--- config.mk ---
export PLATFORM = sky130hd
export DESIGN_NAME = banked_regfile
export DESIGN_NICKNAME = d
export VERILOG_FILES = /design/src/rtl/banked_regfile_pkg.sv /design/src/rtl/banked_regfile_scoreboard.sv /design/src/rtl/banked_regfile.sv
export SDC_FILE = /design/constraint.sdc
export NUM_CORES = 1
export LEC_CHECK = 0
export CORE_MARGIN = 2
export CORE_UTILIZATION = 35
export DETAILED_ROUTE_END_ITERATION = 7
export GPL_ROUTABILITY_DRIVEN = 0
export PLACE_DENSITY = 0.63
export SYNTH_ARGS = -nofsm -noshare
export SYNTH_HDL_FRONTEND = slang
export SYNTH_HIERARCHICAL = 1
export SYNTH_SLANG_ARGS = --single-unit
--- constraint.sdc ---
create_clock -name clk -period 19.8 [get_ports clk]
set_input_delay 3.96 -clock clk [delete_from_list [all_inputs] [get_ports clk]]
set_output_delay 3.96 -clock clk [all_outputs]
set_load 0.02 [all_outputs]
--- src/rtl/banked_regfile_pkg.sv ---
// Shared types and defaults for the banked register file: controller state
// encoding and bank-index width helper.
package banked_regfile_pkg;

  localparam int DEF_DATA_W = 16;
  localparam int DEF_NREG   = 8;

  typedef enum logic [0:0] {
    RF_RUN   = 1'b0,
    RF_DRAIN = 1'b1
  } rf_state_e;

  // A single bank still needs a one-bit index so the bank port has a width.
  function automatic int bank_w(input int banks);
    return (banks > 1) ? $clog2(banks) : 1;
  endfunction

endpackage

--- src/rtl/banked_regfile_scoreboard.sv ---
// Pending-write scoreboard for one register bank: one bit per register,
// set on issue, cleared on write-back, wiped wholesale on clear.
module banked_regfile_scoreboard
  import banked_regfile_pkg::*;
#(
  parameter int NREG = DEF_NREG,
  localparam int AW  = $clog2(NREG)
) (
  input  logic            clk,
  input  logic            rst,
  input  logic            set_en,
  input  logic [AW-1:0]   set_addr,
  input  logic            clr_en,
  input  logic [AW-1:0]   clr_addr,
  input  logic            clr_all,
  output logic [NREG-1:0] pending,
  output logic            any_pending
);

  logic [NREG-1:0] pending_q;
  logic [NREG-1:0] pending_d;

  // Set is applied after clear so a same-address issue keeps the newer producer pending.
  always_comb begin
    pending_d = pending_q;
    if (clr_all) begin
      pending_d = '0;
    end else begin
      if (clr_en) pending_d[clr_addr] = 1'b0;
      if (set_en) pending_d[set_addr] = 1'b1;
    end
  end

  always_ff @(posedge clk or posedge rst) begin
    if (rst) pending_q <= '0;
    else     pending_q <= pending_d;
  end

  assign pending     = pending_q;
  assign any_pending = |pending_q;

endmodule

--- src/rtl/banked_regfile.sv ---
// Multi-port register file with write-back bypass, hazard scoreboard and
// shadow banks switched through a drain-then-acknowledge handshake.
module banked_regfile
  import banked_regfile_pkg::*;
#(
  parameter int DATA_W  = DEF_DATA_W,
  parameter int NREG    = DEF_NREG,
  parameter int NRD     = 2,
  parameter int BANKS   = 2,
  parameter int ZERO_R0 = 1,
  localparam int AW     = $clog2(NREG),
  localparam int BW     = bank_w(BANKS)
) (
  input  logic                  clk,
  input  logic                  rst,
  input  logic [NRD*AW-1:0]     rd_addr,
  output logic [NRD*DATA_W-1:0] rd_data,
  output logic [NRD-1:0]        rd_busy,
  input  logic                  iss_we,
  input  logic [AW-1:0]         iss_addr,
  input  logic                  wb_we,
  input  logic [AW-1:0]         wb_addr,
  input  logic [DATA_W-1:0]     wb_data,
  input  logic                  reg_clear,
  input  logic                  ctx_req,
  input  logic                  ctx_dir,
  output logic                  ctx_ack,
  output logic                  ctx_err,
  output logic                  iss_stall,
  output logic [BW-1:0]         bank
);

  localparam logic [BW-1:0] BANK_MAX = BW'(BANKS - 1);
  localparam logic          R0_HARD  = (ZERO_R0 != 0);

  rf_state_e         state_q, state_d;
  logic [BW-1:0]     bank_q, bank_d;
  logic [DATA_W-1:0] rf_q [BANKS][NREG];
  logic [DATA_W-1:0] rf_d [BANKS][NREG];
  logic [NREG-1:0]   pending;
  logic              any_pending;
  logic              wr_ok;
  logic              iss_ok;
  logic              at_limit;

  assign wr_ok     = wb_we && !(R0_HARD && (wb_addr == '0));
  assign iss_ok    = iss_we && (state_q == RF_RUN) && !(R0_HARD && (iss_addr == '0));
  assign iss_stall = (state_q == RF_DRAIN);
  assign bank      = bank_q;

  // Register storage: only the active bank is ever written or cleared.
  always_comb begin
    rf_d = rf_q;
    if (reg_clear) begin
      for (int r = 0; r < NREG; r++) rf_d[bank_q][r] = '0;
    end else if (wr_ok) begin
      rf_d[bank_q][wb_addr] = wb_data;
    end
  end

  always_ff @(posedge clk or posedge rst) begin
    if (rst) begin
      for (int b = 0; b < BANKS; b++) begin
        for (int r = 0; r < NREG; r++) rf_q[b][r] <= '0;
      end
    end else begin
      rf_q <= rf_d;
    end
  end

  banked_regfile_scoreboard #(
    .NREG (NREG)
  ) u_scoreboard (
    .clk         (clk),
    .rst         (rst),
    .set_en      (iss_ok),
    .set_addr    (iss_addr),
    .clr_en      (wb_we),
    .clr_addr    (wb_addr),
    .clr_all     (reg_clear),
    .pending     (pending),
    .any_pending (any_pending)
  );

  // Ack waits for an empty scoreboard and no write-back in flight, so the
  // bank never changes under a completing write.
  assign at_limit = ctx_dir ? (bank_q == BANK_MAX) : (bank_q == '0);

  always_comb begin
    state_d = state_q;
    bank_d  = bank_q;
    ctx_ack = 1'b0;
    ctx_err = 1'b0;
    case (state_q)
      RF_RUN: begin
        if (ctx_req) state_d = RF_DRAIN;
      end
      RF_DRAIN: begin
        if (!any_pending && !wb_we) begin
          ctx_ack = 1'b1;
          state_d = RF_RUN;
          if (at_limit)     ctx_err = 1'b1;
          else if (ctx_dir) bank_d  = bank_q + 1'b1;
          else              bank_d  = bank_q - 1'b1;
        end
      end
      default: state_d = RF_RUN;
    endcase
  end

  always_ff @(posedge clk or posedge rst) begin
    if (rst) begin
      state_q <= RF_RUN;
      bank_q  <= '0;
    end else begin
      state_q <= state_d;
      bank_q  <= bank_d;
    end
  end

  for (genvar gi = 0; gi < NRD; gi++) begin : g_rd
    logic [AW-1:0] addr;
    logic          is_zero;
    logic          wb_hit;

    assign addr    = rd_addr[gi*AW +: AW];
    assign is_zero = R0_HARD && (addr == '0);
    assign wb_hit  = wb_we && (wb_addr == addr);

    assign rd_data[gi*DATA_W +: DATA_W] = is_zero ? '0 :
                                          wb_hit  ? wb_data :
                                                    rf_q[bank_q][addr];
    assign rd_busy[gi] = !is_zero && pending[addr] && !wb_hit;
  end

endmodule

======== Word level (Yosys, flattened, before mapping) ========
Cells that the tools add are included.
storage, ports and cells
  bits of input ports ..................... 35
  word-level logic and storage cells ...... 148
  bits in registers ....................... 266
cells by class
  magnitude comparators ................... 12
  mux-type cells .......................... 58
  bitwise logic cells ..................... 26
  add/sub/neg operators ................... 2
  reductions and logical operators ........ 29
  eq/ne operators ......................... 2
operators by type and width
  cell                                                         count
  bitwise AND 256 bit                                          8
  NOT 256 bit                                                  8
  demux 128 bit (select 1 bit)                                 9
  2-to-1 mux 128 bit                                           5
  2-to-1 mux 256 bit                                           2
  bitwise mux 256 bit                                          1
  2-to-1 mux 16 bit                                            10
  2-to-1 mux 112 bit                                           1
  binary-select mux 16 bit (select 3 bit)                      2
  2-to-1 mux 96 bit                                            1
  2-to-1 mux 80 bit                                            1
  2-to-1 mux 64 bit                                            1
  demux 16 bit (select 3 bit)                                  1
  2-to-1 mux 48 bit                                            1
  2-to-1 mux 32 bit                                            1
  2-to-1 mux 8 bit                                             4
  less-than comparator 3 x 4 -> 1 bit (second input constant)  4
  logical AND 1 bit                                            14
  2-to-1 mux 1 bit                                             13
  >= comparator 4 bit (second input constant)                  3
  logical NOT 3 bit                                            4
  NOT 3 -> 4 bit                                               3
  bitwise AND 8 bit                                            1
  logical NOT 1 bit                                            8
  17 further kinds                                             23

======== Depth between registers and ports, before layout ========
Gate-level depths: netlist of run 1.
  depth after elaboration ................. 15
  mapped depth ............................ 9
  depth with buffers taken out ............ 5

======== By module ========
The synthesis of run 1 kept the hierarchy.
by module, submodules not included
  module                     instances  cells each  sequential area each (um2)  area each (um2)
  banked_regfile             1          1071        6456.2                      13833.3
  banked_regfile_scoreboard  1          42          200.2                       454.2

======== Worst setup path before layout of run 1 ========
No wires, ideal clock.
  kind .................................... in2out
  start point ............................. input rd_addr[0]
  end point ............................... output rd_data[11]
  setup slack ............................. 10.207 ns
  arrival time ............................ 5.633 ns
  stages .................................. 8
  path through ............................ buf_2 -> buf_6 -> buf_4 -> buf_6 -> buf_4 -> o21ai_0 -> o22ai_1 -> o31ai_1
on the way
  word-level cells in the longest chain between the ends .. 6
ends and longest elaborated chain
  item                                                   line                   text
  start: declaration                                     banked_regfile.sv:16   input logic [NRD*AW-1:0] rd_addr,
  NOT 3 -> 4 bit (not written as such)                   banked_regfile.sv:132  rf_q[bank_q][addr];
  binary-select mux 16 bit (select 3 bit)                banked_regfile.sv:132
  2-to-1 mux 16 bit (not written as such) (2 in series)  banked_regfile.sv:132
  2-to-1 mux 16 bit                                      banked_regfile.sv:131  wb_hit ? wb_data :
  2-to-1 mux 16 bit *                                    banked_regfile.sv:130  assign rd_data[gi*DATA_W +: DATA_W] = is_zero ? '0 :
  end: declaration                                       banked_regfile.sv:17   output logic [NRD*DATA_W-1:0] rd_data,
Mark *: on every way between the ends. The rest lies on a longest branch, timed or not. The select of a mux whose other input is x is not followed.

======== Worst setup path after layout of run 1 ========
  start point ............................. input rd_addr[1]
  end point ............................... output rd_data[1]
Same word-level chain as after synthesis.

==> results.yml, run 1 <==
run_status:
  status: "complete, no violations"
global_routing:
  grt_use_total_pct: 21.9
  grt_pass1_vias: 10581
  grt_start_max_net_pins: 136
  grt_first_pass_wirelength_mm: 70.2
  antenna_found_initial: 0
  overflow: 0
clocking:
  cts_made_buffers: 28
  post-cts-setup-buffers: 0
  clk_pin_slew_ns: 0.06
  cts.sinks: 266
  clk_path_buf_depth: 3
  holdBufCountCts: 0
  cts_tree: "built"
  cts_resized: 0
  clockRootBuffer: "clkbuf_16"
  insertion_delay_ns: 0.55
  cts_htree_levels: 1
yosys:
  synth_top_family_by_area: "multiplexers"
  synth_fa_ha_area_share_pct: 0
  synth_area_per_cell_um2: 12.8
  synth_common_cells: "dfrtp_1 (266), a22o_1 (230), mux4_2 (105)"
  synth-seq-cells: 266
  post-synth-top-count-cell: "dfrtp_1"
  synth_xor_area_share_pct: 0.429
  synthMuxAreaShare_pct: 21.5
  synth_flop_cell: "dfrtp_1"
  ys_seq_area_share_pct: 46.6
  synthSimpleGateAreaFrac_pct: 7.04
  synth_nets: 1148
  synth.distinct_cells: 54
  synth_area_leaders: "dfrtp_1 (47%), mux4_2 (17%), a22o_1 (14%), mux2i_1 (3.0%), mux2_2 (1.9%)"
  syn_inst: 1113
  ys_async_sr_fraction_pct: 100
  syn_area_um2: 14300
  synth-edff-count: 0
  yosys_warnings: 6
  netlist.top_cell.by_area: "dfrtp_1"
  synth_top_area_share_pct: 46.6
  synth-compound-area-share_pct: 19.9
drt:
  drt_iter0_markers: 1275
  detail-route-antenna-nets: 0
  wire_per_inst_um: 27.5
  first_pass_iters: 5
  wirelength_mm: 46.2
  vias: 10642
  drc_errors: 0
  via_per_inst: 6.33
power_and_ir_drop:
  vdd.ir_drop.worst_mv: 0.0707
  p_total_w: 0.00151
  power_leakage_nw: 7.04
  p_per_area_nw_per_um2: 93.0
placement:
  hpwl_mm: 29.1
  port-buffer-count: 72
  dpl_cell_area_um2: 15400
  dp.cells: 1634
final_layout:
  fillCellCount: 3797
  layoutNonFillerInstCount: 1680
  area.growth.synth_to_final_pct: 14.0
  final_nets: 1167
  fin_area_um2: 16300
  post_route_cells_drive_above_1_share_pct: 19.8
  antenna_cells: 0
worst_setup_path:
  cp_max_fo: 50
  arrival_ns: 7.34
  rr_startpoint: "bank"
  cp.required_ns: 15.84
  max_stage_delay_ns: 0.78
  cp_cell_sequence: "buf_4 -> buf_4 -> xnor2_1 -> nand4_1 -> o311ai_0 -> a21oi_1 -> a21oi_1 -> clkdlybuf4s50_1"
  cp_top_family: "buffers and inverters"
  worstSetupStartpointType: "input port"
  path_class: "input port to output port"
  reg2regPathDepth: 5
  reg2reg_to: "rf_q[70]"
  end_kind: "output port"
  rrSetupSlack_ns: 16.55
  worstPathBufferInverterCount: 3
  slowest_stage: "nand4_1"
timing:
  slew_headroom_pct: 22.8
  worst_pin_slew_ns: 1.16
  fin_crit_ns: 11.30
  finalSetupViolations: 0
  hold_viol: 0
  whs_ns: 0.482
  fmax_mhz: 88.5
  finClkSkew_ns: 0.0142
  maxSlewViolCount: 0
  rsz0062_at_grt: "no"
  finalCritPeriodShare_pct: 57.0
  finalSetupTns_ns: 0
die:
  num_io_pins: 73
  dieArea_um2: 42500
  start_util_pct: 35.2
  num_rows: 74
  fp.dieH_um: 206
  die_w_um: 206
  coreArea_um2: 40600
job:
  maxCapViolCount: 0
worst_hold_path:
  hold_end: "rf_q[253]"
  hp-class: "flop to flop"
  hold_start: "rf_q[253]"
  hold_path_depth: 1
[how the worst max path moves through the flow]
stage,to,slack [ns],from,depth (start not counted)
finish,rd_data[1],8.50,rd_addr[1],8
global route,rd_data[1],8.25,rd_addr[1],8
CTS,rd_data[1],8.55,rd_addr[1],8
detailed placement,rd_data[1],8.55,rd_addr[1],8
global placement,rd_data[1],8.61,rd_addr[1],8
floorplan,bank,8.74,rst,1
[layer usage]
layer  vias to the layer above  track usage (%)  share of wire (%)
li1                       4429                -                  -
met1                      5531             31.0                 42
met2                       577             33.9                 46
met3                       105             3.66                8.3
met4                         0             8.49                3.8
met5                         -                0                  0
[where the power goes]
part           internal (W)  total (W)  switching [W]
logic              0.000139   0.000352       0.000213
registers          0.000576   0.000621      0.0000449
clock network      0.000321   0.000542       0.000221
total               0.00104    0.00151       0.000478
[stage by stage]
stage,setup WS (ns),util [%]
4_1_cts,8.55,40.2
3_5_place_dp,8.55,37.9
2_1_floorplan,8.74,-
3_3_place_gp,8.61,37.9
5_1_grt,8.25,40.2
6_report,8.50,40.2
[final cells by class]
class / instances / area [µm²] / area share [%]
clock buffers: 37 / 766 / 4.70
well taps: 532 / 666 / 4.09
flip-flops and latches: 266 / 6660 / 40.9
clock inverters: 9 / 151 / 0.929
inverters: 10 / 45.0 / 0.276
multi-input cells: 718 / 7030 / 43.1
repair buffers: 108 / 978 / 6.01
[registers in the layout, indices dropped and copies added (netlist names)]
signal / count
iss_stall: 1
rf_q: 256
bank: 1
u_scoreboard/pending: 8
[kinds of logic (layout without fill, tap and decap cells)]
| kind of cell | count (synthesis) | after routing |
|---|---|---|
| buf+inv | 129 | 164 |
| xor+xnor | 7 | 7 |
| flops | 266 | 266 |
| simple gates | 183 | 183 |
| compound gates | 356 | 356 |
| mux | 172 | 172 |
[layout by cell type (no fill, tap or decap), types with 3 or more instances in the layout]
| cell | n |
|---|---|
| dfrtp_1 | 265 |
| a22o_1 | 230 |
| mux4_2 | 105 |
| clkdlybuf4s50_1 | 68 |
| mux2i_1 | 43 |
| buf_4 | 39 |
| and2_1 | 38 |
| nor2_1 | 37 |
| nand2_1 | 35 |
| a21oi_1 | 29 |
| clkbuf_16 | 29 |
| mux2_2 | 24 |
| o21ai_0 | 21 |
| nor2b_1 | 12 |
| a211oi_1 | 12 |
| inv_1 | 9 |
| o32ai_1 | 9 |
| nand2b_1 | 8 |
| nor2_2 | 8 |
| o21ai_1 | 7 |
| nand3_1 | 7 |
| xnor2_1 | 7 |
| o22ai_1 | 7 |
| clkbuf_1 | 7 |
| nor3_1 | 6 |
| a32o_1 | 6 |
| a2111oi_0 | 5 |
| a31oi_1 | 5 |
| a22oi_1 | 5 |
| a211o_1 | 5 |
| o21bai_1 | 4 |
| nand3b_1 | 4 |
| bufinv_16 | 4 |
| nor4_4 | 3 |
| nor3b_1 | 3 |
| clkinv_2 | 3 |
| nor4bb_1 | 3 |
| and4b_1 | 3 |
No activity file was read; power rests on OpenSTA's default activity.
==> run 2: changes to the inputs <==
--- a/config.mk
+++ b/config.mk
@@ -9,7 +9,7 @@
 export CORE_UTILIZATION = 35
 export DETAILED_ROUTE_END_ITERATION = 7
 export GPL_ROUTABILITY_DRIVEN = 0
-export PLACE_DENSITY = 0.63
+export PLACE_DENSITY = 0.65
 export SYNTH_ARGS = -nofsm -noshare
 export SYNTH_HDL_FRONTEND = slang
 export SYNTH_HIERARCHICAL = 1
==> constraint.sdc (replaced) <==
create_clock -name clk -period 10.3 [get_ports clk]
set_input_delay 2.06 -clock clk [delete_from_list [all_inputs] [get_ports clk]]
set_output_delay 2.06 -clock clk [all_outputs]
set_load 0.02 [all_outputs]
==> run 2 against run 1 <==
  * Worst hold slack improved by 0.0034 ns
  * Clock skew rose by 0.00065 ns
  * Worst setup slack got worse by 5.6 ns
  * Critical path type unchanged
  * Critical endpoint is now rd_data[7]
  * Largest cell class unchanged
  * Largest power group unchanged
==> results.yml, run 2 (synthesized netlist as in run 1, its figures left out) <==
timing:
  finalCritPeriodShare_pct: 71.5
  fmax_mhz: 136
  rsz0062_at_grt: "no"
  fin_ws_ns: 2.93
  finClkSkew_ns: 0.0148
  slew_headroom_pct: 19.8
  worst_pin_slew_ns: 1.20
  fin_crit_ns: 7.37
  hold_viol: 0
  finalSetupViolations: 0
  finalSetupTns_ns: 0
  maxSlewViolCount: 0
clocking:
  cts_made_buffers: 28
  holdBufCountCts: 0
  post-cts-setup-buffers: 0
  cts_resized: 0
  cts_tree: "built"
  insertion_delay_ns: 0.56
  cts.sinks: 266
  clk_path_buf_depth: 3
  cts_htree_levels: 1
  clockRootBuffer: "clkbuf_16"
  clk_pin_slew_ns: 0.06
placement:
  dpl_cell_area_um2: 15400
  hpwl_mm: 29.3
  place_ws_ns: 3.06
  dp.cells: 1631
  port-buffer-count: 72
power_and_ir_drop:
  seqPwrFrac_pct: 40.4
  vdd.ir_drop.worst_mv: 0.144
  power_switching_w: 0.000943
  intPower_w: 0.00199
  p_clk_share_pct: 36.4
  p_comb_share_pct: 23.2
  power_leakage_nw: 7.04
  swShare_pct: 32.2
  p_total_w: 0.00293
  p_per_area_nw_per_um2: 180
worst_setup_path:
  end_kind: "output port"
  crit_path_start: "wb_addr[1]"
  arrival_ns: 5.31
  worstSetupStartpointType: "input port"
  path_class: "input port to output port"
  reg2reg_to: "rf_q[18]"
  rrSetupSlack_ns: 6.97
  cp_max_fo: 21
  cp.required_ns: 8.24
  critPathCapture: "rd_data[7]"
  rr_startpoint: "bank"
  reg2regPathDepth: 6
final_layout:
  layout_commonest_cell: "dfrtp_1"
  antenna_cells: 0
  final_cell_mix: "dfrtp_1 (265), a22o_1 (230), mux4_2 (105), clkdlybuf4s50_1 (68), mux2i_1 (43)"
  largest_reg_flops: 256
  layoutNonFillerInstCount: 1681
  top_register: "rf_q"
  post_route_cells_drive_above_1_share_pct: 20.4
  area.growth.synth_to_final_pct: 14.2
  fillCellCount: 3759
  fin_area_um2: 16300
  final_nets: 1164
global_routing:
  grt_first_pass_wirelength_mm: 68.9
  grt_use_total_pct: 21.6
  overflow: 0
  grt_start_max_net_pins: 119
  grt_pass1_vias: 10687
  antenna_found_initial: 1
die:
  start_util_pct: 35.2
  dieArea_um2: 42500
  fp.dieH_um: 206
  num_io_pins: 73
  die_w_um: 206
  num_rows: 74
  coreArea_um2: 40600
run_status:
  status: "complete, no violations"
drt:
  drt_iter0_markers: 1403
  via_per_inst: 6.45
  wirelength_mm: 45.9
  vias: 10850
  detail-route-antenna-nets: 0
  wire_per_inst_um: 27.3
  drc_errors: 0
  first_pass_iters: 6
worst_hold_path:
  hp-class: "flop to flop"
job:
  maxCapViolCount: 0
[run 2: changes by cell type in the layout (fill, tap and decap cells not counted), sizes merged]
cell	change
clkbuf	-3
clkinv	+5
bufinv	-1
clkinvlp	+3
buf	-3
[run 2: how the worst min path moves through the flow]
| stage | startpoint | to | slack (ns) | cells past startpoint |
|---|---|---|---|---|
| floorplan | rf_q[113] | rf_q[113] | 0.45 | 1 |
| global placement | rf_q[124] | rf_q[124] | 0.46 | 1 |
| detailed placement | rf_q[125] | rf_q[125] | 0.47 | 1 |
| CTS | rf_q[249] | rf_q[249] | 0.49 | 1 |
| global route | rf_q[118] | rf_q[118] | 0.50 | 1 |
| finish | rf_q[117] | rf_q[117] | 0.49 | 1 |
[run 2: per-layer routing]
layer	up-vias	share of wire, %	track usage [%]
met5	-	0.017	0
met4	2	4.5	9.85
met3	128	8.7	3.74
met2	649	46	33.3
met1	5649	41	29.7
li1	4422	-	-
[run 2: layout make-up]
class	count	area, µm²	share of cell area, %
clock buffer	34	774	4.75
clock inverter	16	188	1.15
inverter	10	45.0	0.276
multi-input combinational	718	7030	43.1
sequential	266	6660	40.8
tap	532	666	4.08
timing repair buffer	105	956	5.86
[run 2: critical path, stage by stage]
cell,delay [ns]
clkdlybuf4s50_1,0.87
xnor2_1,0.19
nand4_1,0.64
nand2_1,0.29
o21ai_0,0.53
clkdlybuf4s50_1,0.71
[run 2: stage by stage]
stage / hold WS (ns) / utilization, %
detailed placement: 0.469 / 37.9
global route: 0.505 / 40.2
global placement: 0.464 / 37.9
floorplan: 0.448 / -
CTS: 0.487 / 40.2
finish: 0.485 / 40.2
[run 2: power by group through the flow]
stage | clock network [W] | logic [W] | registers [W]
floorplan | 0 | 0.000478 | 0.00116
global placement | 0 | 0.000667 | 0.00120
detailed placement | 0 | 0.000670 | 0.00120
CTS | 0.00108 | 0.000673 | 0.00118
global route | 0.00111 | 0.000713 | 0.00119
finish | 0.00107 | 0.000680 | 0.00118
